$ cat src/rtl/fetch_pc_unit_if.sv
// Fetch-stage bus: hazard/branch/halt controls into the PC unit, pc_mem controls
// and the {if_pc, if_valid} tag out of it.
//
// Handshake: there is no valid/ready pair on this bus. Every control input is a
// level that is sampled on each rising clock edge. redirect_valid qualifies
// redirect_target in the same cycle. if_valid qualifies if_pc, and the word that
// pc_mem presents on read_data, in the same cycle. The consumer cannot apply
// back-pressure except through stall.
interface fetch_pc_unit_if #(
  parameter int ADDR_WIDTH = 13,
  parameter int CNT_WIDTH  = 32
);
  // control inputs to the PC unit
  logic                  stall;
  logic                  redirect_valid;
  logic [ADDR_WIDTH-1:0] redirect_target;
  logic                  halt_req;
  logic                  resume;
  // pc_mem controls and fetch tag driven by the PC unit
  logic [ADDR_WIDTH-1:0] imem_addr;
  logic                  imem_flush;
  logic                  imem_stall;
  logic                  imem_halted;
  logic [ADDR_WIDTH-1:0] if_pc;
  logic                  if_valid;
  logic [CNT_WIDTH-1:0]  fetch_count;
  // debug view of the run/halt state (1 = HALTED)
  logic                  dbg_state;

  // The PC unit drives the instruction-memory side.
  modport master (
    input  stall, redirect_valid, redirect_target, halt_req, resume,
    output imem_addr, imem_flush, imem_stall, imem_halted,
    output if_pc, if_valid, fetch_count, dbg_state
  );

  // The pipeline and environment drive the controls and observe the fetch side.
  modport slave (
    output stall, redirect_valid, redirect_target, halt_req, resume,
    input  imem_addr, imem_flush, imem_stall, imem_halted,
    input  if_pc, if_valid, fetch_count, dbg_state
  );
endinterface

$ cat src/rtl/fetch_pc_unit.sv
// Program-counter and fetch-control stage for pc_mem. It holds the PC, issues
// the flush/stall/halted controls, and tags the word on read_data with its PC
// and a valid bit. It also handles branch redirect, halt/resume and a saturating
// fetch counter.
module fetch_pc_unit #(
  parameter int                    ADDR_WIDTH = 13,
  parameter logic [ADDR_WIDTH-1:0] RESET_PC   = '0,
  parameter int                    CNT_WIDTH  = 32
) (
  input  logic           clk,
  input  logic           reset,   // asynchronous, active-low
  fetch_pc_unit_if.master bus
);

  typedef enum logic {
    ST_RUN    = 1'b0,
    ST_HALTED = 1'b1
  } state_t;

  state_t                state_q, state_d;
  logic [ADDR_WIDTH-1:0] pc_q, pc_d;
  logic [ADDR_WIDTH-1:0] if_pc_q, if_pc_d;
  logic                  if_valid_q, if_valid_d;
  logic [CNT_WIDTH-1:0]  count_q, count_d;

  logic run;
  logic flush;
  logic fire;

  // Decode the current cycle. In HALTED the controls are ignored and no flush is
  // issued. The flush and stall outputs are forced low while reset is asserted,
  // so pc_mem sees idle controls during reset.
  always_comb begin
    run   = (state_q == ST_RUN);
    flush = reset & bus.redirect_valid & run;
    fire  = run & ~bus.stall & ~bus.redirect_valid & ~bus.halt_req;
  end

  // Next-state logic. In RUN the priority is redirect > halt > stall > fetch.
  always_comb begin
    state_d    = state_q;
    pc_d       = pc_q;
    if_pc_d    = if_pc_q;
    if_valid_d = if_valid_q;
    count_d    = count_q;
    case (state_q)
      ST_RUN: begin
        if (bus.redirect_valid) begin
          // The flush kills the in-flight word, so the next cycle is a bubble.
          pc_d       = bus.redirect_target;
          if_valid_d = 1'b0;
          if (bus.halt_req) state_d = ST_HALTED;
        end else if (bus.halt_req) begin
          state_d    = ST_HALTED;
          if_valid_d = 1'b0;
        end else if (bus.stall) begin
          // Hold everything. pc_mem keeps read_data stable under imem_stall.
        end else if (fire) begin
          pc_d       = pc_q + 1'b1;        // wraps modulo 2**ADDR_WIDTH
          if_pc_d    = pc_q;
          if_valid_d = 1'b1;
          if (count_q != {CNT_WIDTH{1'b1}}) count_d = count_q + 1'b1;
        end
      end
      ST_HALTED: begin
        if_valid_d = 1'b0;
        // After resume, the held PC is fetched on the following edge if fire is set.
        if (bus.resume) state_d = ST_RUN;
      end
      default: begin
        state_d    = ST_RUN;
        if_valid_d = 1'b0;
      end
    endcase
  end

  // State registers. An asynchronous reset discards any pending redirect or halt.
  always_ff @(posedge clk or negedge reset) begin
    if (!reset) begin
      state_q    <= ST_RUN;
      pc_q       <= RESET_PC;
      if_pc_q    <= '0;
      if_valid_q <= 1'b0;
      count_q    <= '0;
    end else begin
      state_q    <= state_d;
      pc_q       <= pc_d;
      if_pc_q    <= if_pc_d;
      if_valid_q <= if_valid_d;
      count_q    <= count_d;
    end
  end

  // Output assignments.
  always_comb begin
    bus.imem_addr   = pc_q;
    bus.imem_flush  = flush;
    bus.imem_stall  = reset & bus.stall & ~flush;
    bus.imem_halted = (state_q == ST_HALTED);
    bus.if_pc       = if_pc_q;
    bus.if_valid    = if_valid_q;
    bus.fetch_count = count_q;
    bus.dbg_state   = (state_q == ST_HALTED);
  end

endmodule

$ cat src/flat_wrapper.sv
// flat-port wrapper written by rule: the top's interface ports become plain ports
module fetch_pc_unit_flat 
#(
  parameter int                    ADDR_WIDTH = 13,
  parameter logic [ADDR_WIDTH-1:0] RESET_PC   = '0,
  parameter int                    CNT_WIDTH  = 32
)
  (clk, reset, bus_stall, bus_redirect_valid, bus_redirect_target, bus_halt_req, bus_resume, bus_imem_addr, bus_imem_flush, bus_imem_stall, bus_imem_halted, bus_if_pc, bus_if_valid, bus_fetch_count, bus_dbg_state);
  fetch_pc_unit_if #(.ADDR_WIDTH(ADDR_WIDTH), .CNT_WIDTH(CNT_WIDTH)) bus_i ();
  input  logic clk;
  input  logic reset;
  input wire logic [$bits(bus_i.stall)-1:0] bus_stall;
  input wire logic [$bits(bus_i.redirect_valid)-1:0] bus_redirect_valid;
  input wire logic [$bits(bus_i.redirect_target)-1:0] bus_redirect_target;
  input wire logic [$bits(bus_i.halt_req)-1:0] bus_halt_req;
  input wire logic [$bits(bus_i.resume)-1:0] bus_resume;
  output wire logic [$bits(bus_i.imem_addr)-1:0] bus_imem_addr;
  output wire logic [$bits(bus_i.imem_flush)-1:0] bus_imem_flush;
  output wire logic [$bits(bus_i.imem_stall)-1:0] bus_imem_stall;
  output wire logic [$bits(bus_i.imem_halted)-1:0] bus_imem_halted;
  output wire logic [$bits(bus_i.if_pc)-1:0] bus_if_pc;
  output wire logic [$bits(bus_i.if_valid)-1:0] bus_if_valid;
  output wire logic [$bits(bus_i.fetch_count)-1:0] bus_fetch_count;
  output wire logic [$bits(bus_i.dbg_state)-1:0] bus_dbg_state;
  assign bus_i.stall = bus_stall;
  assign bus_i.redirect_valid = bus_redirect_valid;
  assign bus_i.redirect_target = bus_redirect_target;
  assign bus_i.halt_req = bus_halt_req;
  assign bus_i.resume = bus_resume;
  assign bus_imem_addr = bus_i.imem_addr;
  assign bus_imem_flush = bus_i.imem_flush;
  assign bus_imem_stall = bus_i.imem_stall;
  assign bus_imem_halted = bus_i.imem_halted;
  assign bus_if_pc = bus_i.if_pc;
  assign bus_if_valid = bus_i.if_valid;
  assign bus_fetch_count = bus_i.fetch_count;
  assign bus_dbg_state = bus_i.dbg_state;
  fetch_pc_unit #(.ADDR_WIDTH(ADDR_WIDTH), .RESET_PC(RESET_PC), .CNT_WIDTH(CNT_WIDTH)) u_core (.clk(clk), .reset(reset), .bus(bus_i));
endmodule
$ cat config.mk
export PLATFORM = sky130hd
export DESIGN_NAME = fetch_pc_unit_flat
export DESIGN_NICKNAME = d
export VERILOG_FILES = /design/src/rtl/fetch_pc_unit_if.sv /design/src/rtl/fetch_pc_unit.sv /design/src/flat_wrapper.sv
export SDC_FILE = /design/constraint.sdc
export NUM_CORES = 1
export LEC_CHECK = 0
export ABC_AREA = 1
export CAP_MARGIN = 20
export CORE_MARGIN = 3
export CORE_UTILIZATION = 46
export CTS_BUF_LIST = sky130_fd_sc_hd__clkbuf_16
export DETAILED_ROUTE_END_ITERATION = 8
export HOLD_SLACK_MARGIN = 0.06
export PLACE_DENSITY = 0.79
export SLEW_MARGIN = 25
export SYNTH_ARGS = -nofsm -noshare
export SYNTH_HDL_FRONTEND = slang
export SYNTH_SLANG_ARGS = --single-unit
$ cat constraint.sdc
create_clock -name clk -period 1.8 [get_ports clk]
set_input_delay 0.36 -clock clk [delete_from_list [all_inputs] [get_ports clk]]
set_output_delay 0.36 -clock clk [all_outputs]
set_load 0.02 [all_outputs]
# Word level (Yosys, flattened, before mapping)
# Cells that the tools add are included.
# word_totals
regBits	60
input_bits	19
out_inout_bits	63
word_cells	41
# op_classes
n_addsub	2
n_eq_ne	5
mux	12
bitwise	12
n_reduce_logical	5
# op_table
cell	count
2-to-1 mux 13 bit	4
adder 32 x 1 -> 32 bit (second input constant)	1
inequality test 32 bit (second input constant)	1
adder 13 x 1 -> 13 bit (second input constant)	1
inequality test 4 bit (second input constant)	2
bitwise AND 1 bit	7
2-to-1 mux 1 bit	6
AND reduction 6 bit	1
NOT 1 bit	5
AND reduction 5 bit	1
case mux 1 bit (2 select lines)	2
AND reduction 4 bit	1
inequality test 2 x 1 -> 1 bit (second input constant)	1
inequality test 2 bit (second input constant)	1
AND reduction 2 bit	1
nonzero test 2 bit	1

# Logic depth before layout (Yosys ltp)
# Gate-level depths: netlist of run 1.
# logic_depth
word_depth	9
ltp_mapped	12
depth_no_buf	10

# Worst setup path after synthesis of run 1
# Ideal clock, no wire load.
# synth_timing
path_type	reg2reg
start	register u_core.count_q[0] (netlist: u_core.bus.fetch_count[0])
end	register u_core.count_q[0] (netlist: u_core.bus.fetch_count[0])
arrival_time_ps	1767
required_time_ps	1683
setup_slack_ps	-84
path_stages_with_launch	13
synth_period_minus_slack_ps	1884
cell_sequence	dfrtp_1 ha_1 inv_1 nor2_2 nand2_2 nor2_4 nand2_2 nand2_4 inv_2 buf_6 buf_6 nand2_1 nand2_1
# synth_between
elab_chain_len	2
elab_cells_between_ends	3
# synth_lines
element	line	rtl
start: declaration	fetch_pc_unit.sv:24	logic [CNT_WIDTH-1:0] count_q, count_d;
start signal: assignment	fetch_pc_unit.sv:90	count_q <= count_d;
parallel branches: the longest is 2 deep, another holds adder 32 x 1 -> 32 bit	-	
# Several ways; the timed one is not identified.
# A chain may end at the register's enable or synchronous reset.

# Worst setup path in the final report of run 1
# layout_timing
start	input port bus_redirect_valid
end	output port bus_imem_stall
# layout_between
elab_chain_len	4
# layout_lines
element	line	rtl
start: declaration	flat_wrapper.sv:13	input wire logic [$bits(bus_i.redirect_valid)-1:0] bus_redirect_valid;
bitwise AND 1 bit (2 in a row)	fetch_pc_unit.sv:35	flush = reset & bus.redirect_valid & run;
NOT 1 bit	fetch_pc_unit.sv:98	bus.imem_stall = reset & bus.stall & ~flush;
bitwise AND 1 bit	fetch_pc_unit.sv:98	
end: declaration	flat_wrapper.sv:19	output wire logic [$bits(bus_i.imem_stall)-1:0] bus_imem_stall;
# No other way between the ends.

==> results of run 1 <==
[through the flow]
step | hold slack (ns) | power (mW) | std cells
floorplan | 0.0644 | 2.73 | 537
global route | 0.346 | 5.60 | 745
global placement | 0.476 | 3.55 | 729
CTS | 0.295 | 5.38 | 745
detailed placement | 0.483 | 3.59 | 729
finish | 0.257 | 5.36 | 745
[layer usage]
layer  wire length [um]  share of wire (%)
met3                780                7.8
met5                  0                  0
met1               4160                 42
met4                260                2.6
met2               4780                 48
[cell families (layout without fill, tap and decap cells)]
family | count (synthesis) | count (layout) | synth area share, %
AOI/OAI and AO/OA | 41 | 41 | 6.35
xor gates and xnor gates | 12 | 12 | 2.92
adders and majority gates | 2 | 2 | 0.694
buffers and inverters | 60 | 169 | 7.01
DFF | 60 | 60 | 41.7
muxes | 6 | 6 | 1.87
and+or+nand+nor | 356 | 356 | 39.5
[sequential cells by signal (all words and copies together) (netlist names)]
signal                  count
u_core.bus.dbg_state        1
u_core.bus.fetch_count     32
u_core.bus.if_pc           13
u_core.bus.if_valid         1
u_core.bus.imem_addr       13
[what timing repair did]
action,in CTS,in global routing
endpoints found under the hold margin,0,0
resized for setup,8,30
setup endpoints to repair,8,69
[power groups by stage]
stage               Clock, mW  Combinational (mW)  Sequential (mW)
finish                   1.80                1.67             1.89
global route             1.87                1.80             1.93
CTS                      1.81                1.68             1.89
detailed placement          0                1.69             1.90
global placement            0                1.67             1.88
floorplan                   0               0.538             2.19
[worst min-delay path by stage]
stage / cells past startpoint / startpoint / endpoint
floorplan: 0 / reset / u_core.bus.dbg_state
global placement: 1 / u_core.bus.if_pc[3] / u_core.bus.if_pc[3]
detailed placement: 1 / u_core.bus.if_pc[12] / u_core.bus.if_pc[12]
CTS: 2 / reset / u_core.bus.fetch_count[5]
global route: 2 / reset / u_core.bus.fetch_count[8]
finish: 2 / reset / u_core.bus.fetch_count[11]
[cell usage after synthesis (all sizes together)]
| cell type | number |
|---|---|
| a21oi | 11 |
| clkinv | 1 |
| nand3 | 30 |
| xor2 | 5 |
| mux2 | 6 |
| nor2 | 77 |
| a31oi | 1 |
| o22ai | 2 |
| o21a | 7 |
| nor3 | 2 |
| inv | 46 |
| nand2 | 242 |
| xnor2 | 7 |
| o21ai | 19 |
| dfrtp | 60 |
| nand4 | 5 |
| buf | 10 |
| a22oi | 1 |
| ha | 2 |
| clkbuf | 3 |
[cell type report]
class                           instances  share of cell area [%]
Multi-Input combinational cell        417                    37.0
Inverter                               47                    3.57
Sequential cell                        60                    30.0
Clock buffer                            9                    4.49
Tap cell                               99                    2.47
Clock inverter                          7                    1.67
Timing Repair Buffer                  106                    20.9
==> impl_metrics.py, run 1 <==
metrics = {
    "run_status": {
        "outcome": "finished clean",
    },
    "grt": {
        "grt_pass1_wl_mm": 16.6,
        "busiest_layer": "met2",
        "first_global_vias": 3685,
        "grtUsageTotal_pct": 23.6,
        "grt_max_degree": 61,
        "grt_use_met2_pct": 39.3,
        "grt_antenna_before_repair": 0,
        "gr-total-overflow": 0,
        "grtUsageMet1_pct": 29.4,
        "use_met3_pct": 4.86,
    },
    "route": {
        "via_per_inst": 5.14,
        "route.detailed.drc": 0,
        "wl_mm": 9.98,
        "ant_nets": 0,
        "wl_per_cell_um": 13.4,
        "first_pass_iters": 5,
        "drtIter0Drc": 239,
        "vias": 3831,
    },
    "floorplanning": {
        "die_w_um": 94.5,
        "die_y_um": 94.5,
        "pin_count": 82,
        "rows": 31,
        "coreArea_um2": 7410,
        "start_util_pct": 48.7,
        "die_area_um2": 8930,
    },
    "setup_path": {
        "worst-path-buf-inv": 2,
        "cp-start-kind": "primary input",
        "crit_cells": 5,
        "end_kind": "output port",
        "crit_slowest_cell": "clkdlybuf4s50_1",
        "endpoint": "bus_imem_stall",
        "ff2ff_setup_slack_ns": 0.11,
        "crit_family": "buffers and inverters",
        "reg2reg_from": "u_core.bus.dbg_state",
        "r2r_cells": 8,
        "startpoint": "bus_redirect_valid",
        "r2r-end": "u_core.bus.imem_addr[5]",
        "cp.arrival_ns": 1.42,
        "worstSetupPathType": "primary input to output port",
        "critPathRequiredTime_ns": 1.44,
        "cp_max_fo": 2,
        "crit_path_max_incr_delay_ns": 0.48,
        "path_cells": "clkdlybuf4s50_1 > nand2_1 > nor2_1 > nor3_1 > clkdlybuf4s15_1",
    },
    "synth": {
        "avgSynthCellArea_um2": 6.71,
        "ys_warn_count": 0,
        "synth_nets": 558,
        "yosysSeqAreaShare_pct": 41.7,
        "synth_area_leader_cell": "dfrtp_1",
        "synth_cells": 537,
        "yosys-top-cells-area": "dfrtp_1 (42%), nand2_1 (25%), nor2_1 (7.5%), inv_1 (4.7%), nand3_1 (4.2%)",
        "synth_top_cell_area_share_pct": 41.7,
        "ys_ff_latch": 60,
        "syn_area_um2": 3600,
        "yosysUniqueCellTypes": 27,
    },
    "clock_network": {
        "tritoncts": "built",
        "cts_buffers": 9,
        "cts_max_level": 3,
        "cts_root_buf": "clkbuf_16",
        "ctsHoldBuffers": 0,
        "postCtsSetupRepairBufs": 0,
        "clock_sinks": 60,
        "clockBufferDepth": 2,
        "clkTransAtPathRegs_ns": 0.05,
        "insertion_delay_ns": 0.33,
    },
    "min_path": {
        "hp-class": "primary input to asynchronous set/reset pin",
    },
    "final_layout": {
        "utilization_pct": 67.7,
        "most-common-layout-cells": "nand2_1 (239), nor2_1 (72), dfrtp_1 (58)",
        "nets": 662,
        "mostFrequentLayoutCell": "nand2_1",
        "multi_input_area_um2": 1860,
        "final-seq-area_um2": 1500,
        "final_area_um2": 5020,
        "area_delta_synth_final_pct": 39.2,
        "drive_gt1_share_pct": 8.82,
        "n_antenna_cell": 0,
        "num-fill-cells": 603,
    },
    "power": {
        "power_per_cell_area_nw_per_um2": 1070,
        "p_leak_nw": 2.66,
        "power.internal_mw": 3.57,
        "vdd_drop_max_v": 0.000756,
        "clockPowerShare_pct": 33.6,
        "swShare_pct": 33.3,
        "combPwrFrac_pct": 31.1,
        "seqPwrFrac_pct": 35.3,
        "power_switching_mw": 1.78,
    },
    "placed_design": {
        "dpl_cell_area_um2": 4650,
        "place_ws_ns": -0.273,
        "portBuffers": 81,
        "dp_hpwl_mm": 7.31,
        "routabilityCongestion": 0.948,
    },
    "sta": {
        "fin_setup_tns_ns": 0,
        "worst_slew_pin_slew_ns": 0.755,
        "fmax_mhz": 562,
        "period_share_pct": 98.8,
        "hold_violations": 0,
        "relSlewSlack_pct": 49.7,
        "rsz0062_at_grt": "no",
        "fin_ws_ns": 0.0216,
        "fin_crit_ns": 1.78,
        "drv_slew": 0,
        "finClkSkew_ns": 0.00399,
        "setup_viol": 0,
    },
    "job": {
        "maxCapViolCount": 0,
    },
}
(Power assumes the default switching activity.)
==> run 2, diff against run 1 <==
ABC_AREA = 0   (was 1)
CORE_UTILIZATION = 43   (was 46)
HOLD_SLACK_MARGIN = not set   (was 0.06)
PLACE_DENSITY = 0.78   (was 0.79)
==> run 2 against run 1 <==
Net effect:
- the flow now finishes with violations (setup timing)
- sequential cell count did not move
- sequential share of layout area up 0.49 points
- via count decreased by 21%
- critical path depth unchanged
- worst setup slack worse by 0.15 ns
- design area decreased by 1.0%
- largest cell class unchanged
- largest power group unchanged
- highest routed layer unchanged
==> impl_metrics.py, run 2 <==
metrics = {
    "setup_path": {
        "crit_slowest_cell": "nor4_1",
        "cp.arrival_ns": 2.14,
        "path_cells": "nand4_1 > nor4_1 > nand2_4 > nor4_4 > xnor2_1",
        "crit_family": "simple AND/OR/NAND/NOR gates",
        "worstSetupPathType": "flop to flop",
        "crit_path_max_incr_delay_ns": 0.69,
        "cp_max_fo": 4,
        "critPathRequiredTime_ns": 2.01,
        "end_kind": "flop",
        "cp-start-kind": "flop",
        "worst-path-buf-inv": 0,
    },
    "route": {
        "drtIter0Drc": 159,
        "wl_mm": 9.30,
        "wl_per_cell_um": 17.2,
        "vias": 3013,
        "first_pass_iters": 4,
        "via_per_inst": 5.58,
        "route.detailed.drc": 0,
        "ant_nets": 0,
    },
    "synth": {
        "synth_cells": 311,
        "synth_nets": 332,
        "avgSynthCellArea_um2": 9.55,
        "synth_area_leader_cell": "dfrtp_1",
        "synth_top_cell_area_share_pct": 50.5,
        "ys_ff_latch": 60,
        "syn_area_um2": 2970,
        "async_flop_share_pct": 100,
        "ys_warn_count": 0,
        "yosys.cell_count.top_type": "dfrtp_1",
        "yosysSeqAreaShare_pct": 50.5,
        "synthFlopType": "dfrtp_1",
        "yosysUniqueCellTypes": 44,
        "netlist_top_cells_count": "dfrtp_1 (60), nand2_1 (55), nor2_1 (22)",
        "yosys-top-cells-area": "dfrtp_1 (51%), nand2_1 (6.9%), xor2_1 (5.3%), a21oi_1 (3.0%), o21ai_0 (2.9%)",
        "synth_edf_count": 0,
    },
    "floorplanning": {
        "die_w_um": 89.1,
        "rows": 29,
        "die_y_um": 89.1,
        "start_util_pct": 45.5,
        "coreArea_um2": 6530,
        "pin_count": 82,
        "die_area_um2": 7940,
    },
    "power": {
        "vdd_drop_max_v": 0.000628,
        "power_per_cell_area_nw_per_um2": 1050,
        "p_leak_nw": 2.46,
        "finalPower_mw": 5.20,
    },
    "placed_design": {
        "place_ws_ns": -0.665,
        "dpl_cell_area_um2": 4380,
        "post-place-cells": 515,
        "dp_hpwl_mm": 6.07,
        "routabilityCongestion": 0.836,
        "portBuffers": 81,
    },
    "final_layout": {
        "most-common-layout-cells": "buf_4 (58), nand2_1 (54), clkdlybuf4s50_1 (51), dfrtp_1 (51), a21oi_1 (18)",
        "largest_reg_flops": 32,
        "drive_gt1_share_pct": 28.1,
        "n_antenna_cell": 0,
        "num-fill-cells": 424,
        "nets": 479,
        "instances_no_fill": 540,
        "area_delta_synth_final_pct": 67.1,
        "mostFrequentLayoutCell": "buf_4",
        "final_area_um2": 4970,
    },
    "grt": {
        "grt_use_met2_pct": 37.7,
        "gr-total-overflow": 0,
        "grtUsageMet1_pct": 29.2,
        "busiest_layer": "met2",
        "use_met3_pct": 6.36,
        "grtUsageTotal_pct": 23.0,
        "grt_pass1_wl_mm": 14.1,
        "grt_max_degree": 61,
        "first_global_vias": 2991,
        "grt_antenna_before_repair": 0,
    },
    "sta": {
        "setup_viol": 22,
        "fin_setup_tns_ns": -1.20,
        "period_share_pct": 107,
        "worst_slew_pin_slew_ns": 0.737,
        "drv_slew": 0,
        "hold_violations": 0,
        "fin_ws_ns": -0.132,
        "rsz0062_at_grt": "yes",
        "fmax_mhz": 518,
        "fin_crit_ns": 1.93,
        "relSlewSlack_pct": 50.8,
        "finClkSkew_ns": 0.00498,
    },
    "clock_network": {
        "insertion_delay_ns": 0.33,
        "cts_root_buf": "clkbuf_16",
        "ctsHoldBuffers": 0,
        "clock_sinks": 60,
        "clockBufferDepth": 2,
        "cts_max_level": 3,
        "cts_buffers": 9,
        "clkTransAtPathRegs_ns": 0.05,
        "tritoncts": "built",
    },
    "run_status": {
        "outcome": "finished, violations left",
        "violations": "setup timing",
    },
    "job": {
        "maxCapViolCount": 0,
    },
    "min_path": {
        "hp-class": "primary input to asynchronous set/reset pin",
    },
}
[run 2: worst paths after layout]
kind                       cells after the start                        from                    endpoint  slack (ns)
max in group asynchronous                      2                       reset  u_core.bus.fetch_count[21]        1.04
min in group clk                               3                bus_halt_req         u_core.bus.if_valid        0.47
hold reg to reg                                2         u_core.bus.if_pc[8]         u_core.bus.if_pc[8]        0.47
hold / removal                                 2                       reset         u_core.bus.if_pc[0]        0.22
setup / recovery                               5  u_core.bus.fetch_count[12]  u_core.bus.fetch_count[29]       -0.13
setup reg to reg                               5  u_core.bus.fetch_count[12]  u_core.bus.fetch_count[29]       -0.13
[run 2: timing repair]
action                                 4_1_cts  5_1_grt
pin swaps                                    5        7
endpoints found under the hold margin        0        0
gates cloned                                 0        2
resized for setup                           33       29
buffers inserted                             5        4
setup endpoints to repair                   43       43
[run 2: layout make-up]
cell class	instances	area (um^2)	share of cell area, %
timing repair buffer	147	1390	28.0
clock inverter	7	91.3	1.84
clock buffer	9	225	4.54
sequential	60	1510	30.5
inverter	5	18.8	0.378
tap	77	96.3	1.94
multi-input combinational	235	1630	32.9
[run 2: per-stage QoR]
step | utilization [%] | hold slack, ns
6_report | 76.0 | 0.224
5_1_grt | 76.0 | 0.318
4_1_cts | 73.3 | 0.255
3_5_place_dp | 67.0 | 0.462
3_3_place_gp | 67.0 | 0.458
2_1_floorplan | - | 0.0644
[run 2: report_power, final]
part	switching, mW	total [mW]	leakage, nW	internal (mW)
clock network	0.637	1.84	0.145	1.20
registers	0.253	1.85	0.753	1.60
logic	0.791	1.50	1.56	0.712
[run 2: worst reg2reg max path: cells and delay by family, from the launching register on]
kind          cells  cell delay, ns
xor+xnor          1            0.11
flops             1            0.37
simple gates      4            1.34
[run 2: layer usage]
metal / wire, um / share of wire, % / up-vias
met5: 0 / 0 / -
met4: 225 / 2.4 / 0
met3: 633 / 6.8 / 24
met2: 4670 / 50 / 124
met1: 3780 / 41 / 1455
li1: - / - / 1410
[run 2: cell families (layout without fill, tap and decap cells)]
| logic type | after synthesis | after routing | share of synthesized area [%] |
|---|---|---|---|
| AND/OR/NAND/NOR | 148 | 148 | 26.1 |
| flip-flops | 60 | 60 | 50.5 |
| AO/OA/AOI/OAI | 54 | 54 | 10.9 |
| XOR/XNOR | 27 | 27 | 7.96 |
| buffers and inverters | 16 | 168 | 2.27 |
| multiplexers | 4 | 4 | 1.39 |
| adder cells (fa/ha/maj) | 2 | 2 | 0.842 |
==> run 3, diff against run 2 <==
CTS_BUF_LIST = not set   (was sky130_fd_sc_hd__clkbuf_16)
GPL_TIMING_DRIVEN = 0   (was not set)
==> run 3 against run 2 <==
Net effect:
- the run still ends with setup timing left
- sequential share of layout area up 0.79 points
- non-clock buffer count down 23
- via count down 0.86%
- total power down 11%
- cell count down 4.3%
- critical path depth up 3
- die area unchanged
- routed wire length down 0.76%
- clock power down 30%
==> impl_metrics.py, run 3 (synthesized netlist as in run 2, its figures left out) <==
metrics = {
    "sta": {
        "worst_slew_pin_slew_ns": 0.697,
        "period_share_pct": 118,
        "fin_ws_ns": -0.324,
        "fin_setup_tns_ns": -6.59,
        "finClkSkew_ns": 0.00833,
        "hold_violations": 0,
        "fin_crit_ns": 2.12,
        "rsz0062_at_grt": "yes",
        "fmax_mhz": 471,
        "drv_slew": 0,
        "setup_viol": 41,
        "holdWs_ns": 0.0470,
        "relSlewSlack_pct": 53.4,
    },
    "placed_design": {
        "post-place-cells": 470,
        "routabilityCongestion": 0.908,
        "dp_hpwl_mm": 5.59,
        "place_ws_ns": -0.868,
        "portBuffers": 81,
        "dpl_cell_area_um2": 4040,
    },
    "final_layout": {
        "utilization_pct": 74.3,
        "instances_no_fill": 517,
        "most-common-layout-cells": "nand2_1 (54), dfrtp_1 (48), clkdlybuf4s50_1 (45)",
        "mostFrequentLayoutCell": "nand2_1",
        "final_area_um2": 4850,
        "largest_reg_flops": 32,
        "nets": 456,
        "n_antenna_cell": 0,
        "drive_gt1_share_pct": 26.6,
        "area_delta_synth_final_pct": 63.3,
    },
    "setup_path": {
        "end_kind": "flop",
        "cp_max_fo": 4,
        "reg2reg_from": "u_core.bus.dbg_state",
        "r2r-end": "u_core.bus.fetch_count[31]",
        "critPathRequiredTime_ns": 2.04,
        "crit_family": "simple AND/OR/NAND/NOR gates",
        "ff2ff_setup_slack_ns": -0.32,
        "cp.arrival_ns": 2.36,
        "worstSetupPathType": "flop to flop",
        "crit_path_max_incr_delay_ns": 0.58,
        "r2r_cells": 8,
        "crit_slowest_cell": "or4_4",
        "path_cells": "buf_6 > or4_4 > nor4_4 > buf_6 > buf_12 > nand2_8 > nor4_4 > xnor2_1",
        "cp-start-kind": "flop",
        "worst-path-buf-inv": 3,
    },
    "route": {
        "vias": 2987,
        "wl_mm": 9.23,
        "drtIter0Drc": 171,
        "route.detailed.drc": 0,
        "via_per_inst": 5.78,
        "ant_nets": 0,
        "wl_per_cell_um": 17.9,
        "first_pass_iters": 5,
    },
    "floorplanning": {
        "pin_count": 82,
        "die_area_um2": 7940,
        "start_util_pct": 45.5,
        "rows": 29,
        "die_w_um": 89.1,
        "die_y_um": 89.1,
        "coreArea_um2": 6530,
    },
    "grt": {
        "grt_pass1_wl_mm": 13.8,
        "first_global_vias": 2816,
        "grt_antenna_before_repair": 0,
        "grt_max_degree": 46,
        "gr-total-overflow": 0,
        "grtUsageTotal_pct": 22.3,
    },
    "power": {
        "vdd_drop_max_v": 0.000541,
        "power_per_cell_area_nw_per_um2": 950,
        "finalPower_mw": 4.61,
        "p_leak_nw": 2.35,
    },
    "run_status": {
        "outcome": "finished, violations left",
        "violations": "setup timing",
    },
    "clock_network": {
        "insertion_delay_ns": 0.33,
        "cts_max_level": 3,
        "cts_buffers": 9,
        "clock_sinks": 60,
        "cts_root_buf": "clkbuf_8",
        "tritoncts": "built",
        "clkTransAtPathRegs_ns": 0.07,
        "clockBufferDepth": 2,
    },
    "min_path": {
        "hp-class": "primary input to asynchronous set/reset pin",
    },
    "job": {
        "maxCapViolCount": 0,
    },
}
-- run 3: final cells by class --
type                    instances  area [um^2]
well taps                      77         96.3
inverters                       5         18.8
fillers                       440         1680
plain buffers                  11          125
repair buffers                113         1130
multi-input cells             235         1760
clock inverters                 4         73.8
flip-flops and latches         60         1520
clock buffers                  12          135
-- run 3: per-layer routing --
| layer | vias to the layer above | wire [um] | track usage [%] |
|---|---|---|---|
| met5 | - | 0 | 0 |
| met4 | 0 | 254 | 7.31 |
| met3 | 28 | 770 | 5.62 |
| met2 | 172 | 4540 | 35.8 |
| met1 | 1420 | 3660 | 29.6 |
| li1 | 1367 | - | - |
-- run 3: how the worst max path moves through the flow --
stage	startpoint	endpoint	slack, ns	depth (start not counted)
after detailed placement	bus_redirect_valid	bus_imem_flush	-0.87	5
after global placement	reset	bus_imem_stall	-2.34	3
final	u_core.bus.dbg_state	u_core.bus.fetch_count[31]	-0.32	8
after floorplan	u_core.bus.dbg_state	u_core.bus.fetch_count[23]	-0.23	6
after CTS	u_core.bus.dbg_state	u_core.bus.fetch_count[21]	-0.37	6
after global routing	u_core.bus.dbg_state	u_core.bus.fetch_count[21]	-0.41	7
-- run 3: repair_timing --
item,CTS,global route
gates resized for setup,54,55
hold endpoints to repair,15,0
endpoints found under the setup margin,62,64
hold buffers,1,0
cloned,0,1
pin swaps,18,14
buffers inserted,17,15
-- run 3: report_power, final --
part / internal (mW) / switching, mW
Clock: 0.782 / 0.508
Combinational: 0.676 / 0.750
Sequential: 1.60 / 0.293
